**src/rtl/i2c_slave_core.sv**
```systemverilog
// I2C slave byte engine: synchronised open-drain SCL/SDA, 7-bit addressing,
// byte-wide receive pulse and transmit valid/ready handshake, optional clock stretching.
module i2c_slave_core #(
    parameter int SYNC_STAGES = 2,
    parameter int STRETCH_EN  = 1
) (
    input  logic       clk,
    input  logic       rst,
    input  logic       enable,
    input  logic [6:0] own_addr,
    input  logic       scl_i,
    input  logic       sda_i,
    output logic       scl_oe,
    output logic       sda_oe,
    output logic [7:0] rx_data,
    output logic       rx_valid,
    input  logic [7:0] tx_data,
    input  logic       tx_valid,
    output logic       tx_ready,
    output logic       addressed,
    output logic       rw,
    output logic       start_det,
    output logic       stop_det,
    output logic [3:0] state_dbg
);

    typedef enum logic [3:0] {
        IDLE, ADDR, ADDR_ACK, RX_BYTE, RX_ACK, TX_LOAD, TX_BYTE, TX_ACK, IGNORE
    } state_t;

    state_t                 state_q, state_d;
    logic [SYNC_STAGES-1:0] scl_sync, sda_sync;
    logic                   scl_s, sda_s, scl_q, sda_q;
    logic                   scl_rise, scl_fall, start_evt, stop_evt, last_bit, addr_hit;
    logic [7:0]             sr, rx_data_r;
    logic [2:0]             cnt;
    logic                   sda_oe_r, scl_oe_r, rx_valid_r, addressed_r, rw_r;

    assign scl_s     = scl_sync[SYNC_STAGES-1];
    assign sda_s     = sda_sync[SYNC_STAGES-1];
    assign scl_rise  = scl_s & ~scl_q;
    assign scl_fall  = ~scl_s & scl_q;
    assign start_evt = scl_s & sda_q & ~sda_s;
    assign stop_evt  = scl_s & ~sda_q & sda_s;
    assign last_bit  = (cnt == 3'd7);
    // General call (0000000) and 10-bit prefixes (11110xx) never match.
    assign addr_hit  = (sr[6:0] == own_addr) && (sr[6:0] != 7'h00) && (sr[6:3] != 4'b1111);

    always_ff @(posedge clk) begin
        if (rst) begin
            scl_sync <= '1;
            sda_sync <= '1;
            scl_q    <= 1'b1;
            sda_q    <= 1'b1;
        end else begin
            scl_sync <= {scl_sync[SYNC_STAGES-2:0], scl_i};
            sda_sync <= {sda_sync[SYNC_STAGES-2:0], sda_i};
            scl_q    <= scl_s;
            sda_q    <= sda_s;
        end
    end

    always_ff @(posedge clk) begin
        if (rst) state_q <= IDLE;
        else     state_q <= state_d;
    end

    always_comb begin
        state_d = state_q;
        if (!enable || stop_evt) begin
            state_d = IDLE;
        end else if (start_evt) begin
            state_d = ADDR;
        end else begin
            case (state_q)
                ADDR:     if (scl_rise && last_bit) state_d = addr_hit ? ADDR_ACK : IGNORE;
                ADDR_ACK: if (scl_fall && sda_oe_r) state_d = rw_r ? TX_LOAD : RX_BYTE;
                RX_BYTE:  if (scl_rise && last_bit) state_d = RX_ACK;
                RX_ACK:   if (scl_fall && sda_oe_r) state_d = RX_BYTE;
                TX_LOAD:  if (tx_valid || STRETCH_EN == 0) state_d = TX_BYTE;
                TX_BYTE:  if (scl_fall && last_bit) state_d = TX_ACK;
                TX_ACK: begin
                    if (scl_rise && sda_s) state_d = IGNORE;
                    else if (scl_fall)     state_d = TX_LOAD;
                end
                default:  state_d = state_q;
            endcase
        end
    end

    // Bus-side datapath. Slave-driven SDA only moves on the clk after a detected SCL fall.
    always_ff @(posedge clk) begin
        if (rst) begin
            sr          <= 8'h00;
            cnt         <= 3'd0;
            sda_oe_r    <= 1'b0;
            scl_oe_r    <= 1'b0;
            rx_data_r   <= 8'h00;
            rx_valid_r  <= 1'b0;
            addressed_r <= 1'b0;
            rw_r        <= 1'b0;
        end else begin
            rx_valid_r <= 1'b0;
            if (!enable || stop_evt || start_evt) begin
                sda_oe_r    <= 1'b0;
                scl_oe_r    <= 1'b0;
                addressed_r <= 1'b0;
                cnt         <= 3'd0;
            end else begin
                case (state_q)
                    ADDR, RX_BYTE: if (scl_rise) begin
                        sr  <= {sr[6:0], sda_s};
                        cnt <= cnt + 3'd1;
                        if (last_bit && state_q == ADDR && addr_hit) begin
                            addressed_r <= 1'b1;
                            rw_r        <= sda_s;
                        end
                        if (last_bit && state_q == RX_BYTE) begin
                            rx_data_r  <= {sr[6:0], sda_s};
                            rx_valid_r <= 1'b1;
                        end
                    end
                    // First fall drives the ACK low, the next fall releases it.
                    ADDR_ACK, RX_ACK: if (scl_fall) sda_oe_r <= ~sda_oe_r;
                    TX_LOAD: begin
                        cnt <= 3'd0;
                        if (tx_valid) begin
                            sr       <= tx_data;
                            sda_oe_r <= ~tx_data[7];
                        end else if (STRETCH_EN != 0) begin
                            scl_oe_r <= 1'b1;
                        end else begin
                            sr       <= 8'hFF;
                            sda_oe_r <= 1'b0;
                        end
                    end
                    TX_BYTE: begin
                        scl_oe_r <= 1'b0;
                        if (scl_fall) begin
                            cnt <= cnt + 3'd1;
                            if (last_bit) begin
                                sda_oe_r <= 1'b0;
                            end else begin
                                sr       <= {sr[6:0], 1'b1};
                                sda_oe_r <= ~sr[6];
                            end
                        end
                    end
                    TX_ACK: if (scl_rise && sda_s) addressed_r <= 1'b0;
                    default: begin
                        sda_oe_r <= 1'b0;
                        scl_oe_r <= 1'b0;
                    end
                endcase
            end
        end
    end

    // tx_valid/tx_ready: a byte moves on any clk where both are high; ready is only offered in TX_LOAD.
    always_comb begin
        tx_ready = 1'b0;
        if (!rst && enable && !start_evt && !stop_evt && state_q == TX_LOAD)
            tx_ready = tx_valid;
        start_det = start_evt & ~rst;
        stop_det  = stop_evt & ~rst;
        scl_oe    = scl_oe_r;
        sda_oe    = sda_oe_r;
        rx_data   = rx_data_r;
        rx_valid  = rx_valid_r;
        addressed = addressed_r;
        rw        = rw_r;
        state_dbg = state_q;
    end

endmodule

```
**config.mk**
```make
export PLATFORM = sky130hd
export DESIGN_NAME = i2c_slave_core
export DESIGN_NICKNAME = d
export VERILOG_FILES = /design/src/rtl/i2c_slave_core.sv
export SDC_FILE = /design/constraint.sdc
export NUM_CORES = 1
export LEC_CHECK = 0
export CORE_UTILIZATION = 50
export DETAILED_ROUTE_END_ITERATION = 10
export GPL_ROUTABILITY_DRIVEN = 0
export HOLD_SLACK_MARGIN = 0.03
export MAX_ROUTING_LAYER = met4
export PLACE_DENSITY = 0.76
export SLEW_MARGIN = 5
export SYNTH_ARGS = -nofsm -noshare
export SYNTH_HDL_FRONTEND = slang
export SYNTH_SLANG_ARGS = --single-unit
```
**constraint.sdc**
```tcl
create_clock -name clk -period 2.6 [get_ports clk]
set_input_delay 0.52 -clock clk [delete_from_list [all_inputs] [get_ports clk]]
set_output_delay 0.52 -clock clk [all_outputs]
set_load 0.02 [all_outputs]
```
==> run summary <==
The fraction of post-synthesis cell area in the top cell type by area was 34.8%. IR analysis of the VDD net gives a maximum drop of 0.433 mV. At the pin with the least slew margin, the transition time is 0.660 ns. The first global-routing pass estimated 7.42 mm of wire. Setup repair after global routing left no endpoint under its margin.

Measured against its own limit, the worst slew margin works out to 55.9%. Total of warnings raised by yosys: 0. For the leakage power figure, the log shows 1.02 nW. Sequential cells were found to cover 34.8% of the synthesized design area. Input and output buffers added on the ports amount to 40. The tools report the initial antenna violation count as 0.

The post-route DRC violation count is 0. After synthesis, the share of flip-flops with an asynchronous set or reset is 0%. Most area-hungry cell type in the Yosys netlist: sky130_fd_sc_hd__dfxtp_1. The first TritonRoute pass finished after 4 iterations. The tools report the top-level I/O count as 41. For the worst setup path, the data arrival time is 1.98 ns. The clock arrives with 0.00342 ns of skew.

The kind of capture point of the worst setup path is an output pin. The routed wire length per instance is 14.0 um. Yosys mapped a number of flops with a built-in enable equal to 0.

Flip-flop cell with the highest count after synthesis: sky130_fd_sc_hd__dfxtp_1. The die is 63.7 um tall. The number of antenna diodes in the final layout is 0.

The power density relative to cell area is 401 nW/um^2, and the effective utilization at floorplan is 51.9%. The netlist area before placement was 1900 sq um. In this run the worst hold path is classified as reg2reg. The post-synthesis to final-layout area growth is 28.5%, and the number of hold-slack violations in the final timing report is 0. A synthesized cell averages 8.80 sq um. The cell count after synthesis came out at 216. The logs give 0 for the total global routing overflow and 4050 sq um for the full die area. Detailed routing inserted a total of 1715 vias.

The worst path needs 2.50 ns of the cycle, external delays included. Data required time of the critical path: 2.08 ns. The number of hold buffers added after CTS was 0. At the placement stage, the worst setup path has a slack of -0.0386 ns. The detail route stage leaves a number of antenna-violating nets equal to 0. Of the cells placed in the final design, the portion with a size suffix greater than 1 is 15.7%. The number of setup buffers added after CTS is 0. The clock transition at the registers of the reported paths was 0.07 ns; the count of maximum capacitance violations was 0. CTS placed an instance of sky130_fd_sc_hd__clkbuf_8 at the clock tree root. By count the netlist is led by sky130_fd_sc_hd__dfxtp_1, sky130_fd_sc_hd__nor2_1, sky130_fd_sc_hd__a21oi_1, sky130_fd_sc_hd__mux2i_1, sky130_fd_sc_hd__nand2_1. In the global route stage, overall resource usage came out at 23.8%. Setup violations remaining at the end of the flow were counted as 0. Among all cell types in the netlist, the one instantiated most often is sky130_fd_sc_hd__dfxtp_1. The logs give 2 for the H-tree level count and 4.33 mm for the detailed-route wire length. Buffers inserted during clock tree synthesis total 5. Number of gates given a new drive strength after cts: 1. The setup slack of the critical path after layout is 0.104 ns.

The site row count was 22; the flip-flop and latch count after synthesis was 33. The critical path is of the in2out type. The number of max-slew violations in the final report was 0; the number of global-route vias before repair was 1615. For the detailed placer's ending HPWL, the log shows 3.16 mm. The final standard cell area without fillers was 2440 sq um; the number of nets in the layout was 284. The final cycle utilization of the critical path was 96.0%; the number of clock sinks was 33.

The run finished with clean final reports. Entering global routing, the biggest net connects 23 pins. By area the synthesized netlist is led by sky130_fd_sc_hd__dfxtp_1, sky130_fd_sc_hd__mux2i_1, sky130_fd_sc_hd__nor2_1. The synthesized netlist contains 55 unique library cells.

The worst setup path is launched from a primary input. The run gives 170 as the detailed router's first-iteration violation count. Along the worst path, the maximum fanout reaches 3. The clock passes through at most 2 buffers.

After detailed routing, the number of vias per cell comes to 5.55. In this run the cell area measured after placement is 2360 sq um. The core outline area is 3660 sq um. TritonCTS built the clock tree.

The clock reaches the later pin of the worst-skew pair after 0.28 ns. Static timing analysis puts the maximum clock frequency at 0.401 GHz. The synthesized netlist net count was 240. Measured along the x axis, the die boundary spans 63.7 um.
[placed cells by master, fill, tap and decap left out, types with 2 or more instances in the layout]
cell                              synthesis  layout
sky130_fd_sc_hd__a211oi_1                 3       3
sky130_fd_sc_hd__buf_4                    2      12
sky130_fd_sc_hd__dfxtp_1                 33      33
sky130_fd_sc_hd__mux2_2                   7       7
sky130_fd_sc_hd__o31ai_1                  3       3
sky130_fd_sc_hd__or2_2                    6       6
sky130_fd_sc_hd__xor2_1                   5       5
sky130_fd_sc_hd__o21ai_0                  4       4
sky130_fd_sc_hd__ha_1                     3       3
sky130_fd_sc_hd__clkbuf_8                 0       5
sky130_fd_sc_hd__nand2b_1                 5       5
sky130_fd_sc_hd__a2111oi_0                2       2
sky130_fd_sc_hd__nor2_1                  26      26
sky130_fd_sc_hd__a21oi_1                 16      16
sky130_fd_sc_hd__nand3_1                  6       6
sky130_fd_sc_hd__inv_1                    4       4
sky130_fd_sc_hd__a221oi_1                 2       2
sky130_fd_sc_hd__nor3_1                   7       7
sky130_fd_sc_hd__o22ai_1                  3       3
sky130_fd_sc_hd__mux2i_1                 15      15
sky130_fd_sc_hd__nor4bb_1                 2       2
sky130_fd_sc_hd__or2_1                    2       2
sky130_fd_sc_hd__clkinv_2                 0       2
sky130_fd_sc_hd__o32ai_1                  2       2
sky130_fd_sc_hd__nand3b_1                 2       2
sky130_fd_sc_hd__xnor2_1                  5       5
sky130_fd_sc_hd__clkdlybuf4s50_1          0      38
sky130_fd_sc_hd__a21o_1                   2       2
sky130_fd_sc_hd__nand2_1                 12      12
[flip-flops by register name, summed over array words and instances, names as in the netlist]
| register | count |
|---|---|
| rx_data | 8 |
| sr | 7 |
| state_dbg | 4 |
| cnt | 3 |
| scl_sync | 2 |
| sda_sync | 2 |
| addressed | 1 |
| rw | 1 |
| rx_valid | 1 |
| scl_oe | 1 |
| scl_q | 1 |
| sda_oe | 1 |
| sda_q | 1 |
[layer usage]
layer  track usage, %  vias up  part of all wire, %
met5                -        -                    0
met4             7.67        0                  1.9
met3             4.35        8                  3.7
met2             39.6       46                   49
met1             28.8      797                   45
li1                 -      864                    -
[worst paths after layout]
check                         start                      end  slack [ns]  depth (start not counted)
max reg2reg     cnt[0]$_SDFFE_PP0P_  rx_data[0]$_SDFFE_PP0P_        0.37                          7
max                             rst                 stop_det        0.10                          4
min          scl_sync[0]$_SDFF_PP1_   scl_sync[1]$_SDFF_PP1_        0.41                          1
min reg2reg  scl_sync[0]$_SDFF_PP1_   scl_sync[1]$_SDFF_PP1_        0.41                          1
[power breakdown]
part | switching, mW | leakage [nW] | internal [mW] | total (mW)
registers | 0.00584 | 0.267 | 0.511 | 0.517
logic | 0.0377 | 0.712 | 0.0533 | 0.0910
clock network | 0.187 | 0.0450 | 0.185 | 0.372
total | 0.230 | 1.02 | 0.750 | 0.980
[cell type report]
class | count | area [sq um]
timing repair buffer | 52 | 492
multi-input combinational | 163 | 1130
clock buffer | 6 | 72.6
tap | 48 | 60.1
inverter | 5 | 18.8
sequential | 33 | 661
fill | 324 | 1220
clock inverter | 2 | 10.0
[stage by stage]
stage	setup TNS (ns)	util [%]	cells	power, mW	hold slack, ns
detailed placement	-0.0386	64.4	301	0.619	0.396
finish	0	66.7	309	0.980	0.410
global placement	-0.0129	64.4	301	0.619	0.395
floorplan	0	-	216	0.568	0.389
global route	0	66.7	309	1.02	0.427
CTS	0	66.6	309	0.985	0.412
[cell families (layout without fill, tap and decap cells)]
kind of cell | count (synthesis) | in the layout | share of synthesized area [%]
buffers and inverters | 20 | 65 | 5.86
AOI/OAI and AO/OA | 45 | 45 | 17.4
DFF | 33 | 33 | 34.8
adders and majority gates | 3 | 3 | 1.98
xor gates and xnor gates | 10 | 10 | 4.61
and+or+nand+nor | 83 | 83 | 23.4
muxes | 22 | 22 | 12.0
[worst max-delay path, stage by stage]
cell,delay [ns]
sky130_fd_sc_hd__clkdlybuf4s50_1,0.42
sky130_fd_sc_hd__buf_4,0.14
sky130_fd_sc_hd__nor4bb_1,0.25
sky130_fd_sc_hd__clkdlybuf4s50_1,0.65
Note: power is estimated with default switching activity, not from simulation.
==> RTL edit 1 (same flow settings) <==
Register the output `state_dbg`, cleared by the reset; this adds one clock of latency there. The other outputs are not delayed to match.
--- a/src/rtl/i2c_slave_core.sv
+++ b/src/rtl/i2c_slave_core.sv
@@ -27,6 +27,8 @@
     typedef enum logic [3:0] {
         IDLE, ADDR, ADDR_ACK, RX_BYTE, RX_ACK, TX_LOAD, TX_BYTE, TX_ACK, IGNORE
     } state_t;
+
+    logic [3:0] state_dbg_d;
 
     state_t                 state_q, state_d;
     logic [SYNC_STAGES-1:0] scl_sync, sda_sync;
@@ -169,7 +171,15 @@
         rx_valid  = rx_valid_r;
         addressed = addressed_r;
         rw        = rw_r;
-        state_dbg = state_q;
+        state_dbg_d = state_q;
+    end
+
+    always_ff @(posedge clk) begin
+        if (rst) begin
+            state_dbg <= '0;
+        end else begin
+            state_dbg <= state_dbg_d;
+        end
     end
 
 endmodule
Check against the original RTL: not equivalent (Yosys sat finds a counterexample within 4 cycles, from zero or initial values and one cycle with rst high).
==> RTL edit 1 against the original RTL <==
  * Synthesized area rose by 1.6%
  * Wire length increased by 0.39%
  * Maximum frequency is 2.6% higher
  * Worst setup slack better by 0.064 ns
  * Non-clock buffer count fell by 1
  * Sequential power grew 11%
  * Register-to-register slack worse by 0.04 ns
  * Cell area grew 2.5%
  * Global-route usage grew 0.41 points
  * Total power is 8.6% higher
  * Sequential cell count rose by 4
  * Hold slack worse by 0.0012 ns
  * Largest power group unchanged
  * Highest routed layer unchanged
==> RTL edit 1: results (changes against the original RTL) <==
run_status:
  status: "finished, final reports clean"  # unchanged
synthesis:
  yosys_warnings: 0  # unchanged
  syn-num-nets: 231  # was 240
  synth_cells: 207  # was 216
  ys.flop_type: "dfxtp_1"  # unchanged
  synth.distinct_cells: 55  # unchanged
  yosys-top-cells-area: "dfxtp_1 38%, mux2i_1 9.3%, nor2_1 5.2%, xor2_1 2.7%, a211oi_2 2.6%"  # was dfxtp_1 35%, mux2i_1 7.9%, nor2_1 5.1%, a21oi_1 4.2%, mux2_2 4.1%
  synth_seq_cells: 37  # was 33
  synth.yosys.seq_area_share_pct: 38.4  # was 34.8%
  ys_top_cells_by_count: "37 x dfxtp_1, 27 x nor2_1, 18 x mux2i_1, 8 x nand2_1, 7 x a21oi_1"  # was 33 x dfxtp_1, 26 x nor2_1, 16 x a21oi_1, 15 x mux2i_1, 12 x nand2_1
routing:
  vias: 1679  # was 1715
  wl_met1_mm: 2.03  # was 1.97 mm
  dr.pass1.iters: 4  # unchanged
  met3_length_um: 150  # was 161 um
  wl_per_cell_um: 14.4  # was 14.0 um
  drtIter0Drc: 102  # was 170
  met2_length_mm: 2.09  # was 2.12 mm
  top_layer: "met4"  # unchanged
power_and_ir_drop:
  vdd_drop_max_v: 0.000284  # was 0.000433 V
  p_leak_nw: 1.00  # was 1.02 nW
cts:
  path_clk_slew_ns: 0.07  # about the same
  cts-buffers-inserted: 5  # unchanged
  clockRootBuffer: "clkbuf_8"  # unchanged
  clk_latency_ns: 0.29
  clk_path_buf_depth: 2  # unchanged
sta:
  finClkSkew_ns: 0.00942  # was 0.00342 ns
  slew_headroom_pct: 35.7  # was 55.9%
finish:
  instances_no_fill: 303  # was 309
  fillers: 334  # was 324
  drive_above_1_share_pct: 15.3  # was 15.7%
  num-nets-final: 279  # was 284
  layout.comb_gates.multi_input: 154  # was 163
  multiInputGateArea_um2: 1110  # was 1130 um2
  bufAreaShareNonClock_pct: 19.4  # was 20.1%
  num-nonclk-inverters: 6  # was 5
  seq_share_pct: 29.6  # was 27.0%
  finalInstanceArea_um2: 2500  # was 2440 um2
  diodes: 0  # unchanged
  largest_reg_flops: 8  # unchanged
  clk_share_pct: 3.45  # was 3.38%
  n_all_buffers: 51  # was 52
  clock_buffers: 7  # was 6
die:
  taps: 48  # unchanged
grt:
  grt_max_degree: 18  # was 23
  grtUsageMet3_pct: 3.39  # was 4.35%
  met2_usage_pct: 38.6  # was 39.6%
  antenna_found_initial: 0  # unchanged
  met1_usage_pct: 30.4  # was 28.8%
  grtUsageTotal_pct: 24.2  # was 23.8%
  grt_pass1_wl_mm: 7.52  # was 7.42 mm
placed_design:
  dp.final_hpwl_mm: 3.21  # was 3.16 mm
  pre_cts_ws_ns: 0.00610  # was -0.0386 ns
  place_inst: 296  # was 301
  dpl-instance-area_um2: 2410  # was 2360 um2
setup_path:
  cp.arrival_ns: 1.91  # was 1.98 ns
  crit_path_max_fanout: 3  # unchanged
hold_path:
  min_path_type: "flop to flop"  # unchanged
RTL edit 1: cell count changes after synthesis, sizes merged, moves of 3 or more:
cell | unedited run | this run
dfxtp | 33 | 37
nor2b | 1 | 5
nor2 | 27 | 31
mux2 | 7 | 0
mux2i | 15 | 18
nand3 | 6 | 3
xnor2 | 5 | 1
a211oi | 3 | 8
a21oi | 17 | 7
and2 | 0 | 3
buf | 10 | 7
o22ai | 3 | 0
nand2 | 13 | 8
RTL edit 1: report_power, final:
| group | internal [mW] | switching (mW) | total (mW) |
|---|---|---|---|
| Combinational | 0.0472 | 0.0341 | 0.0813 |
| Clock | 0.210 | 0.197 | 0.407 |
| Sequential | 0.571 | 0.00432 | 0.575 |
| Total | 0.828 | 0.235 | 1.06 |
RTL edit 1: cell families (layout without fill, tap and decap cells):
logic type	count (synthesis)	in the layout	synth area share, %
XOR/XNOR	7	7	3.18
multiplexers	18	18	9.33
adder cells (fa/ha/maj)	3	3	1.94
AO/OA/AOI/OAI	44	44	19.7
buffers and inverters	16	64	4.21
flip-flops	37	37	38.4
AND/OR/NAND/NOR	82	82	23.3
RTL edit 1: final timing paths:
kind / from / end / slack [ns] / depth (start not counted)
worst max register to register: cnt[0] / sr[0] / 0.33 / 7
worst min-delay path: scl_sync[0] / scl_sync[1] / 0.41 / 1
worst max-delay path: rst / stop_det / 0.17 / 4
worst min register to register: scl_sync[0] / scl_sync[1] / 0.41 / 1
RTL edit 1: what timing repair did:
item,in CTS,in global routing
hold endpoints to repair,0,0
endpoints found under the setup margin,0,1
resized for setup,0,1
RTL edit 1: critical path: stages:
cell and delay (ns):
clkdlybuf4s50_1 0.45, buf_4 0.16, nor3_1 0.16, clkdlybuf4s50_1 0.62
==> RTL edit 2 (config.mk and constraints unchanged) <==
Without the edit above. The parameter `STRETCH_EN` goes from 1 to 0.
--- a/src/rtl/i2c_slave_core.sv
+++ b/src/rtl/i2c_slave_core.sv
@@ -2,7 +2,7 @@
 // byte-wide receive pulse and transmit valid/ready handshake, optional clock stretching.
 module i2c_slave_core #(
     parameter int SYNC_STAGES = 2,
-    parameter int STRETCH_EN  = 1
+    parameter int STRETCH_EN  = 0
 ) (
     input  logic       clk,
     input  logic       rst,
Behaviour: no difference found for any inputs over 10 cycles, from zero or initial values and one cycle with rst high; that may be too few to reach the edited logic, so the function may still have changed.
==> RTL edit 2 against the original RTL <==
  * Worst setup slack better by 0.048 ns
  * Sequential cell count shrank 1
  * Total power shrank 7.9%
  * Synthesized cell count shrank 9.3%
  * Sequential power fell by 4%
  * Synthesized area shrank 5.2%
  * Register-to-register slack improved by 0.03 ns
  * Cell area is 4.3% lower
  * Wire length shrank 3.7%
  * Critical path type unchanged
  * Largest cell class unchanged
  * Highest routed layer unchanged
==> RTL edit 2: results (changes against the original RTL) <==
placed_design:
  io_buffers: 39  # was 40
  place_inst: 281  # was 301
  pre_cts_ws_ns: -0.132  # was -0.0386 ns
  dp.final_hpwl_mm: 3.08  # was 3.16 mm
  dpl-instance-area_um2: 2270  # was 2360 um2
grt:
  grtUsageTotal_pct: 25.6  # was 23.8%
  grt_pass1_vias: 1479  # was 1615
  grt_max_degree: 19  # was 23
  antenna_found_initial: 0  # unchanged
  grt_pass1_wl_mm: 6.67  # was 7.42 mm
routing:
  dr.pass1.iters: 5  # was 4
  postRouteWirelength_mm: 4.17  # was 4.33 mm
  vias: 1596  # was 1715
  wl_per_cell_um: 14.5  # was 14.0 um
  drtIter0Drc: 75  # was 170
cts:
  clk_latency_ns: 0.34  # was 0.28 ns
  path_clk_slew_ns: 0.09  # was 0.07 ns
  cts-buffers-inserted: 5  # unchanged
  clockRootBuffer: "clkbuf_4"  # was clkbuf_8
  clk_path_buf_depth: 2  # unchanged
  cts_htree_levels: 2  # unchanged
  cts_setup_buffers: 0  # unchanged
power_and_ir_drop:
  p_leak_nw: 0.768  # was 1.02 nW
  vdd_drop_max_v: 0.000225  # was 0.000433 V
sta:
  worstMarginPinSlew_ns: 0.513  # was 0.660 ns
  finClkSkew_ns: 0.00626  # was 0.00342 ns
synthesis:
  yosys-top-cells-area: "dfxtp_1 36%, mux2i_1 6.7%, nand2b_1 5.2%, nand3b_1 5.0%, nor2_1 4.2%"  # was dfxtp_1 35%, mux2i_1 7.9%, nor2_1 5.1%, a21oi_1 4.2%, mux2_2 4.1%
  syn_area_per_cell_um2: 9.19  # was 8.80 um2
  yosys_warnings: 0  # unchanged
  ys_top_cells_by_count: "32 x dfxtp_1, 20 x nor2_1, 15 x nand2b_1, 12 x mux2i_1, 12 x nand3b_1"  # was 33 x dfxtp_1, 26 x nor2_1, 16 x a21oi_1, 15 x mux2i_1, 12 x nand2_1
  async_flop_share_pct: 0  # unchanged
  syn-num-nets: 219  # was 240
  synth.yosys.seq_area_share_pct: 35.6  # was 34.8%
  synth.distinct_cells: 51  # was 55
setup_path:
  cp.arrival_ns: 1.93  # was 1.98 ns
  crit_path_max_fanout: 2  # was 3
hold_path:
  min_path_type: "flop to flop"  # unchanged
finish:
  num-nets-final: 265  # was 284
  drive_above_1_share_pct: 19.8  # was 15.7%
  largest_reg_flops: 8  # unchanged
  diodes: 0  # unchanged
run_status:
  status: "finished, final reports clean"  # unchanged
==> RTL edit 2: kinds of logic after synthesis <==
group	synth area share (%)
flops	35.6
simple gates	28.7
fa+ha+maj	1.39
mux	6.67
buf+inv	4.65
xor+xnor	3.89
other cells	0.208
compound gates	18.9
==> RTL edit 2: critical path: stages <==
cell and delay, ns:
clkdlybuf4s50_1 0.46, inv_1 0.05, a21o_1 0.16, or2_2 0.29, nor2_1 0.12, dlygate4sd2_1 0.34
==> RTL edit 2: worst paths after layout <==
path	start	end	slack, ns	cells past startpoint
worst max-delay path	enable	tx_ready	0.15	6
worst min-delay path	scl_sync[0]	scl_sync[1]	0.42	1
worst max register to register	cnt[0]	state_dbg[0]	0.40	7
worst min register to register	scl_sync[0]	scl_sync[1]	0.42	1
==> RTL edit 2: where the power goes <==
group	internal, mW	switching [mW]
Sequential	0.494	0.00371
Clock	0.153	0.169
Combinational	0.0490	0.0340
==> RTL edit 2: layout make-up <==
type                       count  area, um2
sequential                    32        641
timing repair buffer          52        487
inverter                       3       11.3
fill                         263       1050
clock buffer                   7       65.1
multi-input combinational    148       1080
tap                           46       57.6
==> RTL edit 2: per-stage QoR <==
stage / util (%) / TNS (ns)
6_report: 69.0 / 0
5_1_grt: 69.0 / 0
4_1_cts: 69.0 / 0
3_5_place_dp: 67.1 / -0.132
3_3_place_gp: 67.1 / -0.0743
2_1_floorplan: - / 0
==> RTL edit 2: what timing repair did <==
| action | 4_1_cts | 5_1_grt |
|---|---|---|
| hold buffers | 0 | 0 |
| setup endpoints to repair | 1 | 0 |
| resized for setup | 1 | 0 |
==> RTL edit 2: per-layer routing <==
layer	global-route usage [%]	vias to the layer above	part of all wire, %
li1	-	790	-
met1	31.0	755	45
met2	38.6	45	49
met3	8.07	6	4.4
met4	12.1	0	1.4
met5	-	-	0
